==> config.mk <==
export PLATFORM = sky130hd
export DESIGN_NAME = path_replayer
export DESIGN_NICKNAME = d
export VERILOG_FILES = /design/src/rtl/path_replayer.sv
export SDC_FILE = /design/constraint.sdc
export NUM_CORES = 1
export LEC_CHECK = 0
export ABC_AREA = 1
export CAP_MARGIN = 30
export CELL_PAD_IN_SITES_DETAIL_PLACEMENT = 1
export CELL_PAD_IN_SITES_GLOBAL_PLACEMENT = 1
export CORE_MARGIN = 2
export CORE_UTILIZATION = 30
export DETAILED_ROUTE_END_ITERATION = 12
export PLACE_DENSITY = 0.59
export SLEW_MARGIN = 10
export SYNTH_ARGS = -nofsm -noshare
export SYNTH_HDL_FRONTEND = slang
export SYNTH_SLANG_ARGS = --single-unit
==> constraint.sdc <==
create_clock -name clk -period 2.8 [get_ports clk]
set_input_delay 0.56 -clock clk [delete_from_list [all_inputs] [get_ports clk]]
set_output_delay 0.56 -clock clk [all_outputs]
set_load 0.03 [all_outputs]
==> src/rtl/path_replayer.sv <==
// path_replayer: drains a solver move stack into a local buffer, then replays
// the moves to a valid/ready consumer in their original push order.
module path_replayer #(
    parameter int DEPTH = 256,
    parameter int AW    = 8
) (
    input  logic          clk,
    input  logic          rst,
    input  logic          run,
    input  logic          stk_empty,
    input  logic [1:0]    stk_data,
    output logic          stk_pop,
    output logic          move_valid,
    output logic [1:0]    move,
    input  logic          move_ready,
    output logic          busy,
    output logic          done,
    output logic [AW:0]   count
);

    typedef enum logic [1:0] {
        S_IDLE  = 2'd0,
        S_DRAIN = 2'd1,
        S_PLAY  = 2'd2,
        S_FIN   = 2'd3
    } state_t;

    localparam logic [AW:0] DEPTH_C = (AW+1)'(DEPTH);

    state_t          r_state;
    logic [AW:0]     r_count;
    logic [AW-1:0]   r_rd_idx;
    logic [1:0]      r_move;
    logic            r_move_valid;
    logic            r_busy;
    logic            r_done;
    logic [1:0]      r_buf [DEPTH];

    logic            w_pop;
    logic [AW-1:0]   w_wr_idx;
    logic [AW-1:0]   w_exit_idx;
    logic [AW-1:0]   w_next_idx;

    // Pop request and buffer index arithmetic; the pop is deliberately
    // combinational so one stack entry moves per cycle without bubbles.
    always_comb begin
        w_pop      = 1'b0;
        w_wr_idx   = r_count[AW-1:0];
        // count==DEPTH wraps the low bits to 0, so count-1 still lands on DEPTH-1
        w_exit_idx = r_count[AW-1:0] - AW'(1);
        w_next_idx = r_rd_idx - AW'(1);
        if (r_state == S_DRAIN) begin
            w_pop = (~stk_empty) && (r_count < DEPTH_C);
        end else begin
            w_pop = 1'b0;
        end
    end

    // Capture buffer: buf[0] receives the top of stack (latest move); no reset,
    // stale contents are unreachable because count clears on every new run.
    always_ff @(posedge clk) begin
        if (w_pop) begin
            r_buf[w_wr_idx] <= stk_data;
        end
    end

    // Replay FSM with registered move/valid/busy/done outputs.
    always_ff @(posedge clk or negedge rst) begin
        if (!rst) begin
            r_state      <= S_IDLE;
            r_count      <= '0;
            r_rd_idx     <= '0;
            r_move       <= 2'b00;
            r_move_valid <= 1'b0;
            r_busy       <= 1'b0;
            r_done       <= 1'b0;
        end else begin
            case (r_state)
                S_IDLE: begin
                    r_done <= 1'b0;
                    if (run) begin
                        r_state <= S_DRAIN;
                        r_count <= '0;
                        r_busy  <= 1'b1;
                    end
                end
                S_DRAIN: begin
                    if (w_pop) begin
                        r_count <= r_count + (AW+1)'(1);
                    end else if (r_count != '0) begin
                        r_state      <= S_PLAY;
                        r_rd_idx     <= w_exit_idx;
                        r_move       <= r_buf[w_exit_idx];
                        r_move_valid <= 1'b1;
                    end else begin
                        // nothing captured: skip straight to completion
                        r_state <= S_FIN;
                        r_busy  <= 1'b0;
                        r_done  <= 1'b1;
                    end
                end
                S_PLAY: begin
                    if (move_ready) begin
                        if (r_rd_idx == '0) begin
                            r_state      <= S_FIN;
                            r_move_valid <= 1'b0;
                            r_move       <= 2'b00;
                            r_busy       <= 1'b0;
                            r_done       <= 1'b1;
                        end else begin
                            r_rd_idx <= w_next_idx;
                            r_move   <= r_buf[w_next_idx];
                        end
                    end
                end
                S_FIN: begin
                    r_state <= S_IDLE;
                    r_done  <= 1'b0;
                end
                default: begin
                    r_state      <= S_IDLE;
                    r_move_valid <= 1'b0;
                    r_move       <= 2'b00;
                    r_busy       <= 1'b0;
                    r_done       <= 1'b0;
                end
            endcase
        end
    end

    assign stk_pop    = w_pop;
    assign move_valid = r_move_valid;
    assign move       = r_move;
    assign busy       = r_busy;
    assign done       = r_done;
    assign count      = r_count;

endmodule

==> impl_metrics.sql <==
INSERT INTO impl_metrics (metric_group, metric, value, unit) VALUES
('yosys', 'synthCells', '3454', ''),
('timing', 'finClkSkew', '18.0', 'ps'),
('critical_path', 'nature_of_the_critical_path_endpoint', 'flop', ''),
('final_layout', 'final_nets', '3468', ''),
('floorplanning', 'fp-row-count', '114', ''),
('global_route', 'grt_pass1_wl', '173', 'mm'),
('routing', 'drt_wl_total', '117', 'mm'),
('timing', 'max_slew.worst_pin.slew', '934', 'ps'),
('pwr', 'clock_power_share', '0.204', ''),
('yosys', 'ys_warn_count', '0', ''),
('critical_path', 'reg2reg_setup_slack', '110', 'ps'),
('timing', 'maxSlewViolCount', '0', ''),
('critical_path', 'arrival_time_reported_for_the_critical_path_endpoint', '3250', 'ps'),
('clock_tree', 'cts_root_buf', 'clkbuf_16', ''),
('clock_tree', 'cts-root-to-sink-buffers', '3', ''),
('floorplanning', 'design.die.area', '99500', 'sq um'),
('pwr', 'total_power', '41.3', 'mW'),
('timing', 'finalHoldWorstSlack', '464', 'ps'),
('timing', 'achievable_frequency', '371', 'MHz'),
('yosys', 'synth_enable_flop_cells', '512', ''),
('critical_path', 'path_class', 'reg -> reg', ''),
('job', 'cap_violations', '0', ''),
('pwr', 'power_density', '1220', 'nW/um^2'),
('yosys', 'synthesis.area', '29100', 'sq um'),
('global_route', 'via_count_of_the_first_global_routing_pass', '25800', ''),
('pwr', 'p_int', '21.3', 'mW'),
('critical_path', 'crit_family', 'simple AND/OR/NAND/NOR gates', ''),
('yosys', 'synth.top_cell.area_share', '0.528', ''),
('final_layout', 'num_antenna_cells', '0', ''),
('yosys', 'ys_types', '31', ''),
('worst_hold_path', 'worst_hold_path_type', 'in -> async', ''),
('final_layout', 'drive_above_1_share', '0.0846', ''),
('clock_tree', 'cts.sink_count', '536', ''),
('pwr', 'p_sw_frac', '0.485', ''),
('timing', 'hold_viol_final', '0', ''),
('pwr', 'combinational_group_share_of_total_power', '0.576', ''),
('status', 'run_status', 'finished clean', ''),
('routing', 'drt_first_iter_violations', '2277', ''),
('timing', 'setup-tns-final', '0', 'ps'),
('final_layout', 'layout.filler_cells', '11400', ''),
('clock_tree', 'clock_insertion_delay_at_the_later_pin_of_the_skew_report', '610', 'ps'),
('floorplanning', 'coreArea', '96400', 'sq um'),
('timing', 'grt_setup_unrepaired', 'true', ''),
('final_layout', 'area_growth_syn_to_layout', '16.6', '%'),
('yosys', 'ys_top_cells_by_area', 'edfxtp_1, nand3_1, nand2_1, nor2_1, inv_1', ''),
('yosys', 'synth_async_sr_flop_share', '0.0448', ''),
('critical_path', 'path_common_cell', 'nand3_1', ''),
('critical_path', 'critPathMaxStageDelay', '440', 'ps'),
('yosys', 'synthFlopType', 'edfxtp_1', ''),
('pwr', 'vdd_drop_max', '895', 'uV'),
('final_layout', 'final-instance-count-excl-fill', '4774', ''),
('clock_tree', 'cts_inserted_buffers', '67', ''),
('routing', 'final_antenna_net_count', '0', ''),
('placed_design', 'place.port_buffers', '21', ''),
('clock_tree', 'h-tree-depth', '3', ''),
('global_route', 'grt_start_max_net_pins', '91', ''),
('critical_path', 'r2r.worst_path.cells', '15', ''),
('critical_path', 'timing.critical_path.cells', 'inv_6, ha_4, buf_12, a21oi_1, o21ai_0, nand3_1, nand3_1, nand3_1, nand3_1, nand3_1, nand3_1, nand3_1, nand2_1, nand2_1, nand2_1', ''),
('yosys', 'syn-mean-instance-area', '8.43', 'sq um'),
('routing', 'first_pass_iters', '5', ''),
('floorplanning', 'die_x', '316', 'um'),
('routing', 'remaining_drc_errors', '0', ''),
('timing', 'slew-limit-headroom', '0.375', ''),
('timing', 'final_min_period_over_clock_period', '0.962', ''),
('clock_tree', 'clkTransAtPathRegs', '60', 'ps'),
('critical_path', 'crit-reg2reg-capture', 'move[1]', ''),
('global_route', 'grt_use_total', '0.233', ''),
('placed_design', 'gpl.final_weighted_congestion', '0.852', ''),
('yosys', 'synth.ff_latch_count', '536', ''),
('critical_path', 'critical_path.endpoint', 'move[1]', ''),
('pwr', 'seq_power_share', '0.220', '');
[worst min-delay path by stage]
stage / from / to / cells after the start
CTS: rst / busy / 1
global route: stk_data[0] / r_buf[66][0] / 1
global placement: done / done / 2
finish: rst / busy / 1
floorplan: rst / busy / 0
detailed placement: done / done / 2
[power by group through the flow]
stage          clock, mW  combinational [mW]  sequential (mW)
6_report            8.41                23.8             9.10
5_1_grt             8.82                25.6             9.11
4_1_cts             8.54                23.1             9.09
3_5_place_dp           0                23.0             9.26
3_3_place_gp           0                23.0             9.25
2_1_floorplan          0                12.9             9.27
[cells in the final DEF (no fill, tap or decap), types with 5 or more instances in the layout]
cell type and n:
clkinv_1 15, nor3_1 9, a21oi_1 73, buf_6 6, clkinv_2 11, or2_2 5, clkbuf_8 7, clkbuf_1 10
dfrtp_1 22, clkbuf_16 71, buf_12 48, inv_1 312, inv_6 9, o211ai_1 156, xor2_1 5, nand2_1 777
o21ai_0 154, edfxtp_1 512, clkdlybuf4s50_1 17, ha_1 8, nor2_1 430, nand3_2 5, inv_2 10, nand3_1 694
buf_4 94
[cells in the mapped netlist, drive strengths merged (11+ instances only)]
cell and n:
a21oi 74, buf 150, clkbuf 98, dfrtp 24, edfxtp 512, ha 12, inv 326, nand2 781
nand3 699, nor2 430, nor3 11, o211ai 156, o21ai 154, xor2 11
[area by class of cell]
class | instances | area, sq um | area share
clock buffer | 82 | 1790 | 0.0528
clock inverter | 36 | 279 | 0.00822
inverter | 328 | 1260 | 0.0370
multi-input combinational | 2342 | 11000 | 0.323
sequential | 536 | 16000 | 0.471
tap | 1276 | 1600 | 0.0470
timing repair buffer | 174 | 2080 | 0.0614
[layer usage]
layer	part of all wire	track usage	up-vias
met3	0.046	0.0240	164
met1	0.45	0.317	12700
met4	0.029	0.0682	0
li1	-	-	11700
met5	0	0	-
met2	0.48	0.392	647
[kinds of logic (layout without fill, tap and decap cells)]
family / count (synthesis) / count (layout) / share of synthesized area
compound gates: 386 / 386 / 0.0800
simple gates: 1932 / 1932 / 0.282
xor+xnor: 12 / 12 / 0.00464
buf+inv: 576 / 620 / 0.0796
flops: 536 / 536 / 0.549
fa+ha+maj: 12 / 12 / 0.00516
[repair_timing]
action                     in CTS  in global routing
pin swaps                       0                  1
buffers inserted                0                  3
setup endpoints to repair       4                  3
gates resized for setup         4                 18
gates cloned                    0                  3
[registers in the layout, summed over array words and instances, names as in the netlist]
signal,count
count,9
r_buf,512
done,1
busy,1
move_valid,1
move,2
r_rd_idx,8
r_state,2
[through the flow]
stage	instance area, sq um	setup slack [ps]
after CTS	33800	25.7
after floorplan	29100	12.7
after detailed placement	31700	17.0
after global routing	34000	-23.1
after global placement	31700	10.0
final	34000	107
Note: power is estimated with default switching activity, not from simulation.
